==> src/rtl/seq_alu_unit.sv <==
// seq_alu_unit: registered ALU with Start/Busy/Done handshake, half/full width and shift-add multiply
module seq_alu_unit #(
   parameter int WIDTH = 16,
   localparam int HW = WIDTH / 2
) (
   input  logic             Clock,
   input  logic             Reset,
   input  logic             Start,
   input  logic [WIDTH-1:0] A,
   input  logic [WIDTH-1:0] B,
   input  logic [5:0]       FunSel,
   input  logic             WF,
   output logic             Busy,
   output logic             Done,
   output logic [WIDTH-1:0] ALUOut,
   output logic [3:0]       FlagsOut
);
   localparam int CW = $clog2(WIDTH);
   typedef enum logic {IDLE, MULT} state_t;
   state_t state;
   logic full, full_q, wf_q, c, o, is_mul, last, hi_nz;
   logic [CW-1:0] msb, mmsb, cnt;
   logic [WIDTH-1:0] mask, a, b, r, rm, mp, lo;
   logic [WIDTH:0] sum;
   logic [2*WIDTH-1:0] mc, acc, acc_nxt;
   logic [3:0] alu_flags, mul_flags;

   function automatic logic [WIDTH-1:0] ext(input logic f, input logic [WIDTH-1:0] v);
      return f ? v : {{HW{v[HW-1]}}, v[HW-1:0]};
   endfunction

   assign full = FunSel[4];
   assign mask = full ? '1 : {{HW{1'b0}}, {HW{1'b1}}};
   assign msb = full ? CW'(WIDTH-1) : CW'(HW-1);
   assign a = A & mask;
   assign b = B & mask;
   assign is_mul = FunSel[5] && FunSel[3:0] == 4'd0;

   // single-cycle datapath: operands are pre-masked to the active width, result masked afterwards
   always_comb begin
      r = '0;
      sum = '0;
      c = FlagsOut[2];
      o = FlagsOut[0];
      case (FunSel[3:0])
         4'd0: r = a;
         4'd1: r = b;
         4'd2: r = ~a;
         4'd3: r = ~b;
         4'd4, 4'd5: begin
            sum = {1'b0, a} + {1'b0, b} + {{WIDTH{1'b0}}, FunSel[0] & FlagsOut[2]};
            r = sum[WIDTH-1:0];
            c = full ? sum[WIDTH] : sum[HW];
            o = (a[msb] == b[msb]) && (r[msb] != a[msb]);
         end
         4'd6: begin
            sum = {1'b0, a} + {1'b0, ~b & mask} + {{WIDTH{1'b0}}, 1'b1};
            r = sum[WIDTH-1:0];
            c = full ? sum[WIDTH] : sum[HW];
            o = (a[msb] != b[msb]) && (r[msb] != a[msb]);
         end
         4'd7: r = a & b;
         4'd8: r = a | b;
         4'd9: r = a ^ b;
         4'd10: r = ~(a & b);
         4'd11: begin
            r = a << 1;
            c = a[msb];
         end
         4'd12: begin
            r = a >> 1;
            c = a[0];
         end
         4'd13: begin
            r = (a >> 1) | (WIDTH'(a[msb]) << msb);
            c = a[0];
         end
         4'd14: begin
            r = (a << 1) | WIDTH'(a[msb]);
            c = a[msb];
         end
         default: begin
            r = (a >> 1) | (WIDTH'(a[0]) << msb);
            c = a[0];
         end
      endcase
      rm = r & mask;
      alu_flags = {rm == '0, c, rm[msb], o};
   end

   assign acc_nxt = acc + (mp[0] ? mc : '0);
   assign mmsb = full_q ? CW'(WIDTH-1) : CW'(HW-1);
   assign lo = full_q ? acc_nxt[WIDTH-1:0] : {{HW{1'b0}}, acc_nxt[HW-1:0]};
   assign hi_nz = full_q ? |acc_nxt[2*WIDTH-1:WIDTH] : |acc_nxt[WIDTH-1:HW];
   assign mul_flags = {lo == '0, hi_nz, lo[mmsb], hi_nz};
   assign last = cnt == (full_q ? CW'(WIDTH-2) : CW'(HW-2));

   // control FSM: bit 0 of the multiply is folded into the accept edge so Done lands W cycles later
   always_ff @(posedge Clock or posedge Reset) begin
      if (Reset) begin
         state <= IDLE;
         Busy <= 1'b0;
         Done <= 1'b0;
         ALUOut <= '0;
         FlagsOut <= '0;
         cnt <= '0;
         full_q <= 1'b0;
         wf_q <= 1'b0;
         mc <= '0;
         mp <= '0;
         acc <= '0;
      end else begin
         Done <= 1'b0;
         if (state == IDLE) begin
            if (Start && is_mul) begin
               state <= MULT;
               Busy <= 1'b1;
               cnt <= '0;
               full_q <= full;
               wf_q <= WF;
               mc <= {{WIDTH{1'b0}}, a} << 1;
               mp <= b >> 1;
               acc <= b[0] ? {{WIDTH{1'b0}}, a} : '0;
            end else if (Start) begin
               Done <= 1'b1;
               ALUOut <= FunSel[5] ? '0 : ext(full, rm);
               if (WF && !FunSel[5]) FlagsOut <= alu_flags;
            end
         end else begin
            acc <= acc_nxt;
            mc <= mc << 1;
            mp <= mp >> 1;
            cnt <= cnt + 1'b1;
            if (last) begin
               state <= IDLE;
               Busy <= 1'b0;
               Done <= 1'b1;
               ALUOut <= ext(full_q, lo);
               if (wf_q) FlagsOut <= mul_flags;
            end
         end
      end
   end
endmodule

==> config.mk <==
export PLATFORM = sky130hd
export DESIGN_NAME = seq_alu_unit
export DESIGN_NICKNAME = d
export VERILOG_FILES = /design/src/rtl/seq_alu_unit.sv
export SDC_FILE = /design/constraint.sdc
export NUM_CORES = 1
export LEC_CHECK = 0
export CORE_MARGIN = 3
export CORE_UTILIZATION = 60
export CTS_BUF_LIST = sky130_fd_sc_hd__clkbuf_16
export DETAILED_ROUTE_END_ITERATION = 16
export PLACE_DENSITY_LB_ADDON = 0.25
export SETUP_SLACK_MARGIN = 0.1
export SLEW_MARGIN = 0
export SYNTH_ARGS = -nofsm -noshare
export SYNTH_HDL_FRONTEND = slang
export SYNTH_SLANG_ARGS = --single-unit
==> constraint.sdc <==
create_clock -name Clock -period 4.6 [get_ports Clock]
set_input_delay 0.92 -clock Clock [delete_from_list [all_inputs] [get_ports Clock]]
set_output_delay 0.92 -clock Clock [all_outputs]
set_load 0.005 [all_outputs]
After elaboration in Yosys (flattened, before gate mapping)
Cells that the tools add are included.
Widths: inputs -> output; s select.
{"block": "word_totals", "ff_bits": 109, "inputBits": 42, "output_inout_bits": 22, "word_cells": 141}
{"block": "op_classes", "add_sub_neg": 6, "order_cmp": 2, "eq_ne": 23, "shift": 2, "n_mux": 56, "n_bitwise": 15, "reduce_logical": 24}
{"operator": "$pmux 16 s14", "n": 1}
{"operator": "$mux 16", "n": 12}
{"operator": "$mux 32", "n": 5}
{"operator": "$and 16x16->16", "n": 5}
{"operator": "$not 16->16", "n": 3}
{"operator": "$mux 4", "n": 11}
{"operator": "$add 16x16->17", "n": 2}
{"operator": "$add 32x32->32", "n": 1}
{"operator": "$logic_not 16->1", "n": 2}
{"operator": "$or 15x16->16", "n": 2}
{"operator": "$shl 1x4->16", "n": 2}
{"operator": "$eq 4x4->1 const B", "n": 7}
{"operator": "$bmux 1 s4", "n": 6}
{"operator": "$mux 1", "n": 19}
{"operator": "$add 17x1->17", "n": 1}
{"operator": "$add 17x1->17 const B", "n": 1}
{"operator": "$eq 4x3->1 const B", "n": 4}
{"operator": "$or 16x1->16", "n": 1}
{"operator": "$or 16x16->16", "n": 1}
{"operator": "$reduce_or 16->1", "n": 1}
{"operator": "$reduce_or 8->1", "n": 2}
{"operator": "$xor 16x16->16", "n": 1}
{"operator": "$reduce_and 6->1", "n": 2}
{"operator": "$lt 4x5->1 const B", "n": 2}
{"operator": "21 further kinds", "n": 34}

Longest topological paths before layout
Gate-level depths: netlist of the first run.
{"block": "depth", "ltp_word": 15, "depth_mapped": 17, "depth_no_buf": 13}

Worst setup path before layout of the first run
OpenSTA, ideal clock, no wires.
{"block": "synth_timing", "path_kind": "input -> register", "start": "input FunSel[0]", "end": "register FlagsOut[3]", "setup_ns": 0.077, "arrival_time_ns": 4.696, "required_ns": 4.523, "setup_slack_ns": -0.172, "stages": 17, "path_buffers": 4, "path_cell_list": "buf_2 > buf_2 > buf_2 > clkbuf_1 > nand2_1 > fa_1 > fa_1 > nand2b_1 > a21oi_1 > o21ai_0 > and2_1 > a22oi_1 > mux2i_1 > o32a_1 > or4_1 > or3_1 > o21ai_1"}
{"block": "synth_via", "elab_chain_len": 9, "word_cells_on_any_way": 29, "classes_between": "1 x add/sub; 15 x eq/ne; 5 x mux; 2 x bitwise; 6 x reduce/logical"}
{"item": "start: declaration", "line_no": "11", "text": "input logic [5:0] FunSel,"}
{"item": "$and 1x1->1 / $eq 4x3->1 (equally long branches)", "line_no": "51, 45"}
{"item": "$add 17x1->17 / $reduce_or 2->1 (equally long branches)"}
{"item": "$pmux 16 s14", "line_no": "45", "text": "case (FunSel[3:0])"}
{"item": "$and 16x16->16", "line_no": "87", "text": "rm = r & mask;"}
{"item": "$logic_not 16->1", "line_no": "88", "text": "alu_flags = {rm == '0, c, rm[msb], o};"}
{"item": "$mux 4", "line_no": "127", "text": "if (WF && !FunSel[5]) FlagsOut <= alu_flags;"}
{"item": "$mux 4", "line_no": "124", "text": "end else if (Start) begin"}
{"item": "$mux 4", "line_no": "115", "text": "if (Start && is_mul) begin"}
{"item": "$mux 4", "line_no": "114", "text": "if (state == IDLE) begin"}
{"item": "end signal: assignment", "line_no": "127"}
{"item": "end signal: assignment", "line_no": "139", "text": "if (wf_q) FlagsOut <= mul_flags;"}
{"item": "end: declaration", "line_no": "16", "text": "output logic [3:0] FlagsOut"}
Several ways; a longest one is shown, not always the timed one. The select of a mux whose other input is x is not followed.
A chain may end at the register's enable or synchronous reset.

Worst setup path in the final report of the first run
{"block": "layout_timing", "start": "input A[0]", "end": "register FlagsOut[3]"}
{"block": "layout_via", "elab_chain_len": 12, "word_cells_on_any_way": 24, "classes_between": "4 x add/sub; 2 x shift; 7 x mux; 10 x bitwise; 1 x reduce/logical"}
{"item": "start: declaration", "line_no": "9", "text": "input logic [WIDTH-1:0] A,"}
{"item": "$and 16x16->16 (*)", "line_no": "35", "text": "assign a = A & mask;"}
{"item": "parallel branches: the longest is 4 deep, another holds $add 16x16->17"}
{"item": "$pmux 16 s14 (*)", "line_no": "45"}
{"item": "$and 16x16->16 (*)", "line_no": "87"}
{"item": "$logic_not 16->1 (*)", "line_no": "88"}
{"item": "$mux 4 (*)", "line_no": "127"}
{"item": "$mux 4 (*)", "line_no": "124"}
{"item": "$mux 4 (*)", "line_no": "115"}
{"item": "$mux 4 (*)", "line_no": "114"}
Mark *: on every way between the ends. The select of a mux whose other input is x is not followed.

==> reports/metrics.csv, run 1 <==
stage;metric;value;unit
status;status;complete, no violations;
setup_path;CP most frequent cell;fa_1;
yosys;main flop type after synthesis;dfrtp_1;
yosys;post-synthesis sequential area ratio;24.9;%
detailed_routing;Post-DRT Antenna Nets;0;
floorplanning;Die Span X;140;um
cts;total clock buffers created by CTS;9;
setup_path;CP required;4.89;ns
placed_design;dpl cells;1732;
sta;Hold Violations, Final;0;
yosys;Yosys reg bits;107;
finish;Finished Layout Cells;1748;
floorplanning;Ports;64;
grt;total track usage;39.6;%
finish;storage element area;2680;um2
setup_path;FF-to-FF End;FlagsOut[0]$_DFFE_PP0P_;
sta;slew margin rel.;16.6;%
setup_path;CP Data Arrival Time;4.70;ns
finish;share of cells above drive strength 1;11.1;%
placed_design;DP Wirelength;30100;um
grt;grt ovf;0;
yosys;Unique masters post-synth;88;
min_path;HP Class;reg2reg;
finish;diode count;0;
floorplanning;core outline area;17400;um2
placed_design;DP Area;12100;um2
setup_path;CP endpoint kind;flip-flop;
yosys;mapped cell area;10700;um2
setup_path;Critical Path Slowest Stage Cell;clkdlybuf4s50_1;
finish;Final Cell Area;12500;um2
yosys;synthesized area per cell;7.54;um2
sta;final setup vio count;0;
floorplanning;die area;19500;um2
grt;initial antenna violation count;0;
setup_path;crit path kind;in2reg;
detailed_routing;drt wl/cell;22.7;um
yosys;Async S/R FF share, synth;100;%
cts;Clk Latency, worst-skew pair;0.36;ns
yosys;number of flops mapped to enable cells by yosys;0;
sta;max frequency;0.227;GHz
sta;Fin Setup TNS;0;ns
grt;largest net degree at the start of global routing;85;
yosys;Yosys top cell area share;24.9;%
floorplanning;Initial Utilization;61.7;%
setup_path;CP Launch Type;input pin;
power;pwr dens;376;nW/um2
min_path;WHS Path Cells;2;
setup_path;worst r2r src;mp[0]$_DFFE_PP0P_;
setup_path;Reg2Reg Setup Slack;0.25;ns
setup_path;R2R cell count;13;
setup_path;crit-path cells;clkdlybuf4s50_1 > inv_1 > fa_1 > fa_1 > nand2b_1 > a21oi_2 > o21ai_0 > and2_1 > a22oi_1 > mux2i_1 > o32a_1 > or4_1 > or3_1 > o21ai_1;
sta;Slew @ Worst Pin;1.25;ns
floorplanning;# rows;48;
finish;multi-input logic area;7440;um2
sta;Period minus WS final;4.40;ns
cts;CTS root buf;clkbuf_16;
setup_path;CP max stage delay;0.55;ns
power;leak pwr;5.57;nW
job;# Max-Cap Violations;0;
grt;first-pass GRT wire length;61900;um
detailed_routing;drt first-iter violations;1595;
finish;Filler Cells Inserted;1416;
setup_path;worst-path fanout max;2;
placed_design;I/O Buffers;63;
cts;Worst-path clk slew;0.08;ns
finish;Area growth syn-to-layout;16.1;%
yosys;cell taking the most area after synthesis;dfrtp_1;
cts;CTS tree;built;
cts;Longest Clk Path Bufs;2;
sta;RSZ-0062 raised after global routing;yes;
yosys;cells after synthesis;1425;
sta;Final Max Tran Viols;0;
detailed_routing;final routed DRC violation total;0;
finish;NumNets Final;1642;
finish;commonest non-fill, non-tap cells in the layout;nand2_1 (193), o21ai_0 (127), buf_4 (120);
floorplanning;DIE HEIGHT;140;um
detailed_routing;DR vias/cell;6.80;
power;maximum vdd drop;0.399;mV
detailed_routing;DRT Pass-1 Iters;14;
sta;clock skew;0.0114;ns
sta;period utilization;95.7;%
min_path;Hold Startpoint;acc[25]$_DFFE_PP0P_;
finish;most common cell after layout, fill and taps aside;nand2_1;
yosys;top post-synthesis cells by area;dfrtp_1 (25%), ha_1 (9.1%), nand2_1 (6.8%);
yosys;Yosys warnings;0;
sta;worst hold slack;0.494;ns
detailed_routing;routed vias;11900;
cts;H-tree Lvls;3;
yosys;Mapped Nets;1549;
detailed_routing;total wire length;39700;um
min_path;Worst Hold End;acc[25]$_DFFE_PP0P_;
placed_design;final RePlAce weighted congestion;1.01;
cts;clock sink count;107;
grt;vias in the first global route;10900;
[logic make-up (layout without fill, tap and decap cells)]
kind of cell	count (synthesis)	count (layout)	synth area share, %
compound gates	491	491	30.0
xor+xnor	53	53	4.46
fa+ha+maj	83	83	9.93
buf+inv	159	257	6.01
flops	107	107	24.9
mux	36	36	3.41
simple gates	496	496	21.3
[stage by stage]
| step | setup slack (ns) | power, mW | util [%] |
|---|---|---|---|
| 3_5_place_dp | -0.119 | 3.81 | 69.7 |
| 2_1_floorplan | 0.135 | 2.94 | - |
| 5_1_grt | 0.0893 | 4.97 | 71.6 |
| 6_report | 0.199 | 4.69 | 71.6 |
| 3_3_place_gp | -0.0893 | 3.72 | 69.7 |
| 4_1_cts | 0.254 | 4.63 | 71.5 |
[where the power goes]
part	switching, mW	internal, mW	leakage, nW
Clock	0.421	0.394	0.151
Sequential	0.348	1.29	1.40
Combinational	1.32	0.915	4.02
[cells in the mapped netlist, drive strengths merged, types with 11 or more instances]
master  instances
ha             78
nor3           29
buf            39
clkbuf         63
a21o           19
a211oi         21
nand2b         11
o21ai         132
and2           39
xnor2          22
a31oi          23
mux2i          31
xor2           31
o211ai         23
dfrtp         107
a22oi          12
and3           11
nand2         194
or3            11
a21oi         117
a221oi         15
nand3          33
nor2          117
inv            56
o22ai          12
[per-layer routing]
metal	part of all wire, %	vias up	routed length, um	global-route usage [%]
met5	0	-	0	0
met4	4.3	0	1700	15.3
met1	40	5539	16000	56.3
met3	13	140	5080	9.38
li1	-	5369	-	-
met2	43	831	16900	58.5
[state kept, by name (all words and copies together) (netlist names)]
name and count:
acc 32, mc 31, ALUOut 16, mp 15, FlagsOut 4, cnt 4, Busy 1, Done 1
full_q 1, state 1, wf_q 1
[repair_timing]
item                       in CTS  in global routing
setup buffers                   0                  0
hold buffers                    0                  0
setup endpoints to repair       0                  4
resized for setup               0                  2
[worst max-delay path by stage]
stage / startpoint / to / slack (ns) / depth (start not counted)
2_1_floorplan: FunSel[0] / FlagsOut[3]$_DFFE_PP0P_ / 0.14 / 17
3_3_place_gp: A[0] / FlagsOut[3]$_DFFE_PP0P_ / -0.09 / 17
3_5_place_dp: A[0] / FlagsOut[3]$_DFFE_PP0P_ / -0.12 / 14
4_1_cts: A[0] / FlagsOut[3]$_DFFE_PP0P_ / 0.25 / 14
5_1_grt: A[0] / FlagsOut[3]$_DFFE_PP0P_ / 0.09 / 14
6_report: A[0] / FlagsOut[3]$_DFFE_PP0P_ / 0.20 / 14
[cell type report]
type                    count  share of cell area [%]
multi-input cells        1159                    59.6
clock buffers               9                    1.81
flip-flops and latches    107                    21.5
well taps                 225                    2.26
inverters                  57                    1.74
clock inverters             7                   0.692
repair buffers            184                    12.4
[worst max-delay path: cells and delay by family]
family	cells	cell delay, ns
AOI/OAI and AO/OA	5	0.90
adders and majority gates	2	0.87
buffers and inverters	2	0.65
muxes	1	0.12
and+or+nand+nor	4	1.25
Note: power is estimated with default switching activity, not from simulation.
==> inputs of run 2 (changes only) <==
CORE_UTILIZATION = 50   (was 60)
==> run 2 against run 1 <==
Combinational power barely moved. Setup slack improved by 0.039 ns. Clock power rose by 11%. Sequential power barely moved. First-iteration DRC count fell by 10%. Critical path depth fell by 1. Sequential share of layout area barely moved. Worst hold slack got worse by 0.0067 ns. Total power rose by 1.3%. Count of clock-buffer cells in the layout did not move. Utilization fell by 11 points. Largest cell class unchanged. Largest power group unchanged.
==> reports/metrics.csv, run 2 (synthesis gave the netlist of run 1 again) <==
stage;metric;value;unit;change
finish;Top reg by flops;acc;;
power;pwr dens;381;nW/um2;+1.3%
min_path;Hold Startpoint;mp[6]$_DFFE_PP0P_;;
grt;total track usage;32.5;%;-7.1 points
sta;max frequency;0.229;GHz;+0.89%
cts;post-CTS setup buffer count;0;;unchanged
sta;clock skew;0.0115;ns;+0.0000660 ns
detailed_routing;Post-DRT Antenna Nets;0;;unchanged
sta;Slew @ Worst Pin;1.20;ns;-0.0483 ns
grt;initial antenna violation count;1;;+1
cts;H-tree Lvls;3;;unchanged
cts;clock sink count;107;;unchanged
job;# Max-Cap Violations;0;;unchanged
grt;grt ovf;0;;unchanged
sta;setup slack after layout;0.237;ns;+0.0388 ns
setup_path;CP Launch Type;flip-flop;;
placed_design;Post-Place Worst Slack;-0.117;ns;+0.00231 ns
min_path;HP Class;reg2reg;;
cts;CTS root buf;clkbuf_16;;
placed_design;I/O Buffers;63;;unchanged
setup_path;worst r2r src;mp[0]$_DFFE_PP0P_;;
setup_path;R2R cell count;13;;unchanged
cts;Worst-path clk slew;0.08;ns;about the same
grt;largest net degree at the start of global routing;95;;+12%
detailed_routing;M1 wire length;16900;um;+5.5%
detailed_routing;top sig layer;met4;;
setup_path;FF-to-FF End;FlagsOut[0]$_DFFE_PP0P_;;
sta;period utilization;94.8;%;-0.84 points
finish;most common cell after layout, fill and taps aside;nand2_1;;
sta;Final Max Tran Viols;0;;unchanged
status;status;complete, no violations;;
finish;commonest non-fill, non-tap cells in the layout;nand2_1 (193), o21ai_0 (127), nor2_1 (117);;
sta;Hold Violations, Final;0;;unchanged
detailed_routing;met2 wire len;16100;um;-5.0%
detailed_routing;final routed DRC violation total;0;;unchanged
grt;vias in the first global route;10500;;-3.6%
floorplanning;die area;23300;um2;+19%
grt;first-pass GRT wire length;60800;um;-1.8%
min_path;WHS Path Cells;2;;unchanged
finish;Finished Layout Cells;1782;;+1.9%
floorplanning;core outline area;20700;um2;+19%
setup_path;CP required;4.80;ns;-0.09 ns
detailed_routing;DR vias/cell;6.45;;-5.0%
finish;largest registers;acc x32, mc x31, ALUOut x16;;
cts;total clock buffers created by CTS;9;;unchanged
finish;share of cells above drive strength 1;10.5;%;-0.64 points
cts;Clk Latency, worst-skew pair;0.36;ns;about the same
detailed_routing;drt first-iter violations;1433;;-10%
placed_design;dpl cells;1765;;+1.9%
cts;Longest Clk Path Bufs;2;;unchanged
detailed_routing;DRT Pass-1 Iters;6;;-8
finish;max reg flops;32;;unchanged
setup_path;crit path kind;reg2reg;;
setup_path;CP Data Arrival Time;4.57;ns;-0.13 ns
finish;NumNets Final;1630;;-0.73%
sta;RSZ-0062 raised after global routing;no;;
finish;Area growth syn-to-layout;16.1;%;about the same
power;leak pwr;5.52;nW;-0.85%
detailed_routing;routed vias;11500;;-3.2%
setup_path;CP endpoint kind;flip-flop;;
detailed_routing;total wire length;39200;um;-1.4%
setup_path;Reg2Reg Setup Slack;0.24;ns;about the same
placed_design;final RePlAce weighted congestion;1.02;;+1.4%
sta;Period minus WS final;4.36;ns;-0.0388 ns
floorplanning;Die Span X;153;um;+9.1%
floorplanning;# rows;52;;+8.3%
floorplanning;Initial Utilization;51.9;%;-9.8 points
floorplanning;DIE HEIGHT;153;um;+9.1%
placed_design;DP Wirelength;29700;um;-1.3%
min_path;Worst Hold End;mp[5]$_DFFE_PP0P_;;
sta;final setup vio count;0;;unchanged
power;maximum vdd drop;0.238;mV;-40%
detailed_routing;met3 wire len;4600;um;-9.5%
cts;CTS tree;built;;
detailed_routing;drt wl/cell;22.0;um;-3.2%
setup_path;worst-path fanout max;15;;+13
floorplanning;Ports;64;;unchanged
sta;slew margin rel.;19.8;%;+3.2 points
finish;Core Util, Final;60.2;%;-11 points
[run 2: cell types whose count changed in the layout (fill, tap and decap cells not counted)]
cell,before,now
diode_2,0,1
fa_2,0,1
clkdlybuf4s50_1,61,60
buf_2,2,3
inv_6,2,0
buf_4,120,108
bufinv_16,0,2
a221oi_2,1,0
inv_12,1,0
clkinv_4,1,2
a221oi_1,14,15
fa_1,4,3
[run 2: how the worst max path moves through the flow]
stage,to,slack [ns],depth (start not counted),startpoint
2_1_floorplan,FlagsOut[3]$_DFFE_PP0P_,0.14,17,FunSel[0]
3_3_place_gp,FlagsOut[3]$_DFFE_PP0P_,-0.08,14,A[0]
3_5_place_dp,FlagsOut[3]$_DFFE_PP0P_,-0.12,14,A[0]
4_1_cts,FlagsOut[3]$_DFFE_PP0P_,0.24,14,A[0]
5_1_grt,FlagsOut[3]$_DFFE_PP0P_,0.11,14,A[0]
6_report,FlagsOut[0]$_DFFE_PP0P_,0.24,13,mp[0]$_DFFE_PP0P_
[run 2: area by class of cell]
class,count,area [um2]
multi-input combinational,1159,7430
fill,1954,8230
sequential,107,2680
clock buffer,9,225
antenna,1,2.50
tap,270,338
inverter,57,216
timing repair buffer,172,1450
clock inverter,7,121
[run 2: report_power, final]
part	leakage (nW)	switching [mW]	total, mW	internal (mW)
registers	1.40	0.333	1.62	1.29
logic	3.95	1.31	2.22	0.908
clock network	0.167	0.410	0.903	0.494
[run 2: worst max-delay path, stage by stage, from the launching register on]
cell	delay, ns
dfrtp_1	0.55
and2_1	0.23
ha_1	0.21
fa_1	0.47
a211oi_1	0.24
o21bai_1	0.15
o21a_1	0.28
a211oi_4	0.47
a311o_1	0.26
o21ai_1	0.11
xnor2_1	0.28
nand4b_1	0.20
o31ai_1	0.58
a31oi_1	0.19
[run 2: per-layer routing]
metal,up-vias,global-route usage (%)
met5,-,0
met4,0,12.0
met3,112,7.55
met2,664,46.6
met1,5374,47.7
li1,5350,-
[run 2: through the flow]
step                      setup TNS (ns)  power [mW]  area, um2  hold slack [ns]
final                                  0        4.75      12500            0.487
after global routing                   0        5.05      12500            0.516
after CTS                              0        4.71      12500            0.493
after detailed placement          -0.132        3.80      12100            0.470
after global placement           -0.0845        3.74      12100            0.463
after floorplan                        0        2.94      10800            0.449
[run 2: what timing repair did]
action,CTS,global route
hold buffers,0,0
resized for setup,0,2
setup endpoints to repair,0,1
==> inputs of run 3 (changes only) <==
clock period = 5.6 ns   (was 4.6 ns; I/O delays follow)
==> run 3 against run 2 <==
Final area decreased by 4.7%. Global-route usage decreased by 0.26 points. Die area unchanged.
==> reports/metrics.csv, run 3 (synthesis gave the netlist of run 1 again) <==
stage;metric;value;unit;change
detailed_routing;drt first-iter violations;1371;;-4.3%
sta;slew margin rel.;21.8;%;+2.0 points
floorplanning;core outline area;20700;um2;unchanged
finish;NumNets Final;1560;;-4.3%
cts;post_cts resized;0;;unchanged
finish;Final Cell Area;11900;um2;-4.7%
cts;H-tree Lvls;3;;unchanged
sta;worst hold slack;0.491;ns;+0.00385 ns
setup_path;worst-path fanout max;5;;-10
grt;initial antenna violation count;0;;-1
finish;max reg flops;32;;unchanged
sta;Fin Setup TNS;0;ns;unchanged
detailed_routing;drt wl/cell;22.8;um;+3.7%
cts;CTS root buf;clkbuf_16;;
cts;CTS tree;built;;
setup_path;CP endpoint kind;flip-flop;;
setup_path;CP most frequent cell;fa_1;;
placed_design;final RePlAce weighted congestion;0.994;;-2.7%
floorplanning;Initial Utilization;51.9;%;unchanged
power;leak pwr;5.15;nW;-6.6%
floorplanning;Die Span X;153;um;unchanged
cts;total clock buffers created by CTS;9;;unchanged
cts;# hold bufs at CTS;0;;unchanged
finish;most common cell after layout, fill and taps aside;nand2_1;;
finish;Top reg by flops;acc;;
cts;Worst-path clk slew;0.08;ns;about the same
finish;Area growth syn-to-layout;10.6;%;
min_path;Hold Startpoint;mp[7]$_DFFE_PP0P_;;
placed_design;Post-Place Worst Slack;0.376;ns;+0.493 ns
grt;first-pass GRT wire length;60200;um;-1.0%
setup_path;crit-path cells;clkdlybuf4s50_1 > inv_1 > fa_1 > fa_1 > nand2b_1 > a21oi_1 > o21ai_0 > and2_1 > a22oi_1 > mux2i_1 > o32a_1 > or4_1 > or3_1 > o21ai_1;;
setup_path;worst setup path start;B[0];;
sta;Final Max Tran Viols;0;;unchanged
floorplanning;# rows;52;;unchanged
setup_path;crit path kind;in2reg;;
cts;clock sink count;107;;unchanged
job;# Max-Cap Violations;0;;unchanged
setup_path;CP Data Arrival Time;5.24;ns;+0.67 ns
setup_path;CP Launch Type;input pin;;
min_path;HP Class;reg2reg;;
cts;Clk Latency, worst-skew pair;0.37;ns;about the same
placed_design;DP Area;11600;um2;-4.4%
power;maximum vdd drop;0.244;mV;+2.8%
detailed_routing;DR vias/cell;6.58;;+1.9%
sta;Slew @ Worst Pin;1.16;ns;-0.0397 ns
finish;diode count;0;;-1
detailed_routing;total wire length;39000;um;-0.41%
finish;commonest non-fill, non-tap cells in the layout;nand2_1 (193), o21ai_0 (127), nor2_1 (116);;
detailed_routing;Post-DRT Antenna Nets;0;;unchanged
finish;Core Util, Final;57.4;%;-2.8 points
sta;Hold Violations, Final;0;;unchanged
status;status;complete, no violations;;
detailed_routing;final routed DRC violation total;0;;unchanged
setup_path;worst r2r src;mp[0]$_DFFE_PP0P_;;
detailed_routing;routed vias;11300;;-2.1%
sta;max frequency;0.202;GHz;
grt;grt ovf;0;;unchanged
cts;Longest Clk Path Bufs;2;;unchanged
finish;share of cells above drive strength 1;5.97;%;-4.5 points
placed_design;I/O Buffers;63;;unchanged
floorplanning;die area;23300;um2;unchanged
sta;setup slack after layout;0.653;ns;+0.415 ns
sta;period utilization;88.3;%;
grt;total track usage;32.2;%;-0.26 points
setup_path;Critical Path Slowest Stage Cell;clkdlybuf4s50_1;;
detailed_routing;DRT Pass-1 Iters;8;;+2
floorplanning;Ports;64;;unchanged
sta;RSZ-0062 raised after global routing;no;;
grt;vias in the first global route;10400;;-0.78%
setup_path;CP required;5.89;ns;+1.09 ns
finish;largest registers;acc x32, mc x31, ALUOut x16;;
setup_path;CP max stage delay;0.66;ns;+0.08 ns
placed_design;DP Wirelength;29300;um;-1.3%
floorplanning;DIE HEIGHT;153;um;unchanged
sta;clock skew;0.0179;ns;+0.00642 ns
sta;final setup vio count;0;;unchanged
sta;Period minus WS final;4.95;ns;
power;pwr dens;317;nW/um2;-17%
grt;largest net degree at the start of global routing;87;;-8.4%
cts;post-CTS setup buffer count;0;;unchanged
[run 3: layer usage]
layer	wire length (um)	share of wire, %	GRT usage (%)	up-vias
li1	-	-	-	5197
met1	17100	44	46.0	5358
met2	16800	43	48.7	613
met3	3850	9.9	7.02	85
met4	1280	3.3	10.8	0
met5	0	0	0	-
[run 3: per-stage QoR]
| stage | power (mW) | cells |
|---|---|---|
| 2_1_floorplan | 2.42 | 1425 |
| 3_3_place_gp | 3.02 | 1695 |
| 3_5_place_dp | 3.07 | 1695 |
| 4_1_cts | 3.74 | 1711 |
| 5_1_grt | 4.01 | 1711 |
| 6_report | 3.77 | 1711 |
[run 3: path summary, 6_finish.rpt]
kind,to,slack [ns],cells past startpoint
worst max-delay path,FlagsOut[3]$_DFFE_PP0P_,0.65,14
worst min-delay path,mp[6]$_DFFE_PP0P_,0.49,2
worst max register to register,FlagsOut[2]$_DFFE_PP0P_,0.97,13
worst min register to register,mp[6]$_DFFE_PP0P_,0.49,2
max in group asynchronous,acc[22]$_DFFE_PP0P_,3.48,3
min in group asynchronous,mp[9]$_DFFE_PP0P_,1.24,2
[run 3: power breakdown]
part,leakage (nW),switching (mW),total [mW],internal [mW]
clock network,0.146,0.352,0.672,0.319
registers,1.40,0.292,1.35,1.06
logic,3.61,1.05,1.75,0.699
[run 3: critical path: cells and delay by family]
kind	cells	cell delay, ns
muxes	1	0.09
AOI/OAI and AO/OA	5	1.08
and+or+nand+nor	4	1.26
buffers and inverters	2	0.79
adders and majority gates	2	0.88
[run 3: layout make-up]
class / instances / area, um2
Clock inverter: 7 / 80.1
Timing Repair Buffer: 102 / 921
Clock buffer: 9 / 225
Sequential cell: 107 / 2680
Multi-Input combinational cell: 1159 / 7420
Fill cell: 1996 / 8810
Inverter: 57 / 216
Tap cell: 270 / 338
==> edit 1 (settings of run 3) <==
Set the parameter `WIDTH` to 32 (it was 16).
--- a/src/rtl/seq_alu_unit.sv
+++ b/src/rtl/seq_alu_unit.sv
@@ -1,5 +1,5 @@
 // seq_alu_unit: registered ALU with Start/Busy/Done handshake, half/full width and shift-add multiply
 module seq_alu_unit #(
-   parameter int WIDTH = 16,
+   parameter int WIDTH = 32,
    localparam int HW = WIDTH / 2
 ) (
Ports: changed (resized A, ALUOut and B); port bits go from 64 to 112. The function was not compared with the original's and may differ.
==> edit 1 against run 3 <==
Design area is 110% higher. Global-route usage is 7.5 points higher. Critical path depth is 4 higher. Count of clock-buffer cells in the layout is 17 higher. Worst hold slack worse by 0.022 ns. Total power is 110% higher. Sequential cell count is 97 higher. Clock power is 140% higher. Core utilization is 2.1 points higher. Critical endpoint unchanged. Synthesized area is 96% higher. Synthesized cell count is 99% higher. Sequential power is 90% higher. Worst setup slack worse by 0.19 ns. Largest power group unchanged. Routed wire length is 130% higher.
==> edit 1: results (changes against run 3) <==
metric,value,unit,change
cts_buffer_depth,3,,+1
clock_tree_area_fraction,3.21,%,+0.64 points
finalNetCount,3216,,+110%
p_per_area,323,mW/mm2,+1.7%
global_route_wire_length_before_repair,138,mm,+130%
number_of_antenna_violations_at_the_first_check_in_global_routing,1,,+1
num-multi-input-gates,2326,,+100%
layout.non_clock_buffers,324,,+220%
part_of_the_power_in_the_clock_network,20.2,%,+2.4 points
cts_made_buffers,26,,+17
fillerInstances,3793,,+90%
grt.met1_usage,51.3,%,+5.4 points
vias,23903,,+110%
grtUsageTotal,39.8,%,+7.5 points
dpl_worst_slack,-0.0208,ns,-0.397 ns
regArea,0.00511,mm2,+91%
wl_met3,8.53,mm,+120%
die_width,211,um,+38%
final_util,59.6,%,+2.1 points
r2r_cells,19,,+6
drtIter0Drc,3442,,+150%
vias_in_the_first_global_route,23205,,+120%
route.met2.wl,41.5,mm,+150%
hpwl,70.5,mm,+140%
yosys-top-cells-count,"sky130_fd_sc_hd__nand2_1 (387), sky130_fd_sc_hd__o21ai_0 (265), sky130_fd_sc_hd__nor2_1 (255)",,
gp_routability_congestion,1.07,,+7.2%
layout.nonclk_buf_share,11.2,%,+3.5 points
hold_start,mp[8],,
grt_max_degree,128,,+47%
multiInputGateArea,0.0148,mm2,+100%
timing.clock.skew,0.0323,ns,+0.0144 ns
total_switching_power,3.51,mW,+110%
globalRouteMet3Util,6.64,%,-0.38 points
placedInstanceArea,0.0237,mm2,+100%
peakVddDrop,0.259,mV,+5.9%
timing.critical_path.slowest_stage_cell,sky130_fd_sc_hd__a2111oi_0,,
whs,0.469,ns,-0.0221 ns
ys_seq_area_share,24.2,%,-0.70 points
drive_above_1_share,10.5,%,+4.5 points
avgRoutedWirePerCell,25.9,um,+14%
pg_comb,3.75,mW,+110%
wl_met1,36.2,mm,+110%
postSynthAreaPerCell,7.43,um2,-1.4%
crit_arrival,5.64,ns,+0.40 ns
syn_nets,3067,,+98%
slew_headroom,16.0,%,-5.8 points
status,finished clean,,
detailedRoute.firstPassIterationCount,6,,-2
clkLatencyLatePin,0.58,ns,+0.21 ns
regs_by_ff_count,"acc: 64 flops, mc: 63 flops, ALUOut: 32 flops",,
cts.reportedPaths.clkPinSlew,0.06,ns,-0.02 ns
startpoint,A[0],,
htree_levels,1,,-2
final_critical_path_setup_slack,0.464,ns,-0.189 ns
hold_path_end,mp[7],,
worst_path_dominant_cell_family,compound AO/OA/AOI/OAI gates,,
final_cell_count_no_fill,3531,,+110%
cts.sinks,204,,+91%
==> edit 1: cell types whose count changed after synthesis, sizes merged, moves of 23 or more <==
| cell | delta |
|---|---|
| inv | +45 |
| nor2 | +138 |
| nand4 | +23 |
| dfrtp | +97 |
| xnor2 | +50 |
| ha | +76 |
| o21ai | +148 |
| clkbuf | +82 |
| and2 | +44 |
| nand2 | +193 |
| a21o | +29 |
| a21oi | +122 |
==> edit 1: kinds of logic (layout without fill, tap and decap cells) <==
kind of cell	count (synthesis)	count (layout)	synth area share [%]
buf+inv	305	469	5.70
fa+ha+maj	160	160	9.62
compound gates	1008	1008	31.6
xor+xnor	113	113	4.73
simple gates	994	994	21.7
flops	204	204	24.2
mux	51	51	2.45
==> edit 1: repair_timing <==
action                                  CTS  global route
endpoints found under the setup margin    0             2
resized for setup                         0             4
buffers inserted                          0             0
hold endpoints to repair                  0             0
==> edit 2 (flow settings as in run 3) <==
Without the edit above. Register the inputs `Start`, `A`, `B`, `FunSel` and `WF` before use. The logic sees them one clock later. Comments in the files are not updated.
--- a/src/rtl/seq_alu_unit.sv
+++ b/src/rtl/seq_alu_unit.sv
@@ -18,4 +18,19 @@
    localparam int CW = $clog2(WIDTH);
    typedef enum logic {IDLE, MULT} state_t;
+
+   logic Start_q;
+   logic [WIDTH-1:0] A_q;
+   logic [WIDTH-1:0] B_q;
+   logic [5:0] FunSel_q;
+   logic WF_q;
+
+   always_ff @(posedge Clock) begin
+      Start_q  <= Start;
+      A_q      <= A;
+      B_q      <= B;
+      FunSel_q <= FunSel;
+      WF_q     <= WF;
+   end
+
    state_t state;
    logic full, full_q, wf_q, c, o, is_mul, last, hi_nz;
@@ -30,10 +45,10 @@
    endfunction
 
-   assign full = FunSel[4];
+   assign full = FunSel_q[4];
    assign mask = full ? '1 : {{HW{1'b0}}, {HW{1'b1}}};
    assign msb = full ? CW'(WIDTH-1) : CW'(HW-1);
-   assign a = A & mask;
-   assign b = B & mask;
-   assign is_mul = FunSel[5] && FunSel[3:0] == 4'd0;
+   assign a = A_q & mask;
+   assign b = B_q & mask;
+   assign is_mul = FunSel_q[5] && FunSel_q[3:0] == 4'd0;
 
    // single-cycle datapath: operands are pre-masked to the active width, result masked afterwards
@@ -43,5 +58,5 @@
       c = FlagsOut[2];
       o = FlagsOut[0];
-      case (FunSel[3:0])
+      case (FunSel_q[3:0])
          4'd0: r = a;
          4'd1: r = b;
@@ -49,5 +64,5 @@
          4'd3: r = ~b;
          4'd4, 4'd5: begin
-            sum = {1'b0, a} + {1'b0, b} + {{WIDTH{1'b0}}, FunSel[0] & FlagsOut[2]};
+            sum = {1'b0, a} + {1'b0, b} + {{WIDTH{1'b0}}, FunSel_q[0] & FlagsOut[2]};
             r = sum[WIDTH-1:0];
             c = full ? sum[WIDTH] : sum[HW];
@@ -113,17 +128,17 @@
          Done <= 1'b0;
          if (state == IDLE) begin
-            if (Start && is_mul) begin
+            if (Start_q && is_mul) begin
                state <= MULT;
                Busy <= 1'b1;
                cnt <= '0;
                full_q <= full;
-               wf_q <= WF;
+               wf_q <= WF_q;
                mc <= {{WIDTH{1'b0}}, a} << 1;
                mp <= b >> 1;
                acc <= b[0] ? {{WIDTH{1'b0}}, a} : '0;
-            end else if (Start) begin
+            end else if (Start_q) begin
                Done <= 1'b1;
-               ALUOut <= FunSel[5] ? '0 : ext(full, rm);
-               if (WF && !FunSel[5]) FlagsOut <= alu_flags;
+               ALUOut <= FunSel_q[5] ? '0 : ext(full, rm);
+               if (WF_q && !FunSel_q[5]) FlagsOut <= alu_flags;
             end
          end else begin
Formal check against the unedited RTL: not equivalent (Yosys sat finds a counterexample within 4 cycles, from zero or initial values and one cycle with Reset high).
==> edit 2 against run 3 <==
Fmax is 10% higher. Critical path type is now flip-flop to flip-flop. Largest cell class unchanged. Final cell count is 7.9% higher. Clock skew is 0.0068 ns higher. Global-route usage is 1.6 points lower. Synthesized area is 11% higher. Worst setup slack better by 0.45 ns. Total power is 22% higher. Sequential cell count is 40 higher. Die area is 10% higher. Design area is 11% higher. Routed wire length is 3.1% higher. Critical path depth is 1 lower. Register-to-register slack better by 0.13 ns. Count of clock-buffer cells in the layout is 8 higher.
==> edit 2: results (changes against run 3) <==
metric,value,unit,change
status,finished clean,,
peakVddDrop,0.288,mV,+18%
grt_max_degree,81,,-6.9%
ys_seq_area_share,29.2,%,+4.3 points
synth_async_sr_flop_share,72.8,%,-27 points
cts.reportedPaths.clkPinSlew,0.07,ns,
hpwl,29.3,mm,about the same
avgRoutedWirePerCell,21.8,um,-4.5%
regs_by_ff_count,"acc: 32 flops, mc: 31 flops",,
drive_above_1_share,5.67,%,-0.30 points
critPathMaxFanout,32,,+27
crit_required,5.90,ns,about the same
vias_in_the_first_global_route,11326,,+8.5%
timing.clock.skew,0.0247,ns,+0.00676 ns
ys_top_cells_by_area,"sky130_fd_sc_hd__dfrtp_1 (22%), sky130_fd_sc_hd__ha_1 (8.2%), sky130_fd_sc_hd__dfxtp_1 (6.7%)",,
synth_cell_types,91,,+3.4%
critical-path-max-stage-delay,0.71,ns,+0.05 ns
htree_levels,4,,+1
global_route_wire_length_before_repair,63.0,mm,+4.7%
yosys-top-cells-count,"sky130_fd_sc_hd__nand2_1 (201), sky130_fd_sc_hd__nor2_1 (134), sky130_fd_sc_hd__o21ai_0 (121)",,
syn_nets,1643,,+6.1%
static-leakage-power,5.64,nW,+9.5%
slew_headroom,36.0,%,+14 points
final_critical_path_setup_slack,1.10,ns,+0.451 ns
gp_routability_congestion,0.975,,-1.9%
placed_cells_incl_taps,1815,,+7.1%
postSynthCellCount,1519,,+6.6%
cp-start-kind,flip-flop,,
post_dr_vias_cell,6.55,,-0.48%
worst-r2r-setup-slack,1.10,ns,+0.13 ns
wl,40.2,mm,+3.1%
cts_made_buffers,17,,+8
synth_enable_flop_cells,0,,unchanged
timing.critical_path.slowest_stage_cell,sky130_fd_sc_hd__dfrtp_1,,
clk_root_buffer_cell,sky130_fd_sc_hd__clkbuf_16,,
fillerInstances,2200,,+10%
clkLatencyLatePin,0.46,ns,+0.09 ns
final-hold-violation-count,0,,unchanged
dpl_worst_slack,1.23,ns,+0.855 ns
grtUsageTotal,30.6,%,-1.6 points
-- edit 2: cell count changes in the layout (fill, tap and decap cells not counted), sizes merged, moves of 10 or more --
cell / change
nand2b: +10
nor2: +17
nor2b: +13
dfxtp: +40
nor3: +11
o211ai: -11
buf: -22
mux2i: -11
o22ai: +10
-- edit 2: worst min-delay path by stage --
stage           start     end  slack, ns  depth (start not counted)
2_1_floorplan  mp[14]  mp[13]       0.45                          2
5_1_grt          WF_q    wf_q       0.51                          1
6_report        mp[3]   mp[2]       0.48                          2
3_5_place_dp    mp[3]   mp[2]       0.47                          2
4_1_cts          WF_q    wf_q       0.48                          1
3_3_place_gp    mp[3]   mp[2]       0.46                          2
-- edit 2: cell families after synthesis --
kind of cell    count (synthesis)  share of synthesized area, %
mux                            29                          2.53
buf+inv                       150                          5.71
flops                         147                          29.2
fa+ha+maj                      83                          8.95
compound gates                497                          27.5
simple gates                  561                          22.3
xor+xnor                       52                          3.83
-- edit 2: where the power goes --
group	internal, mW	leakage (nW)	total (mW)	switching [mW]
clock	0.614	0.301	1.20	0.590
combinational	0.696	3.61	1.69	0.999
sequential	1.35	1.73	1.70	0.344
total	2.66	5.64	4.59	1.93
-- edit 2: metal layers --
metal / wire length (um) / share of wire (%) / global-route usage (%)
met1: 17100 / 43 / 42.3
met2: 18300 / 46 / 49.1
met3: 3560 / 8.9 / 5.11
met4: 1180 / 2.9 / 9.78
met5: 0 / 0 / 0
-- edit 2: cell type report --
cell class                 count  area (um2)  area share, %
clock buffer                  17         425           3.22
multi-input combinational   1222        7750           58.6
inverter                      50         190           1.44
timing repair buffer          83         781           5.90
clock inverter                15         199           1.50
tap                          313         392           2.96
sequential                   147        3480           26.3
-- edit 2: worst max-delay path: cells and delay by family (launching register included) --
family	cells	cell delay, ns
AOI/OAI and AO/OA	7	1.99
DFF	1	0.71
and+or+nand+nor	3	0.78
adders and majority gates	2	0.65
xor gates and xnor gates	1	0.20
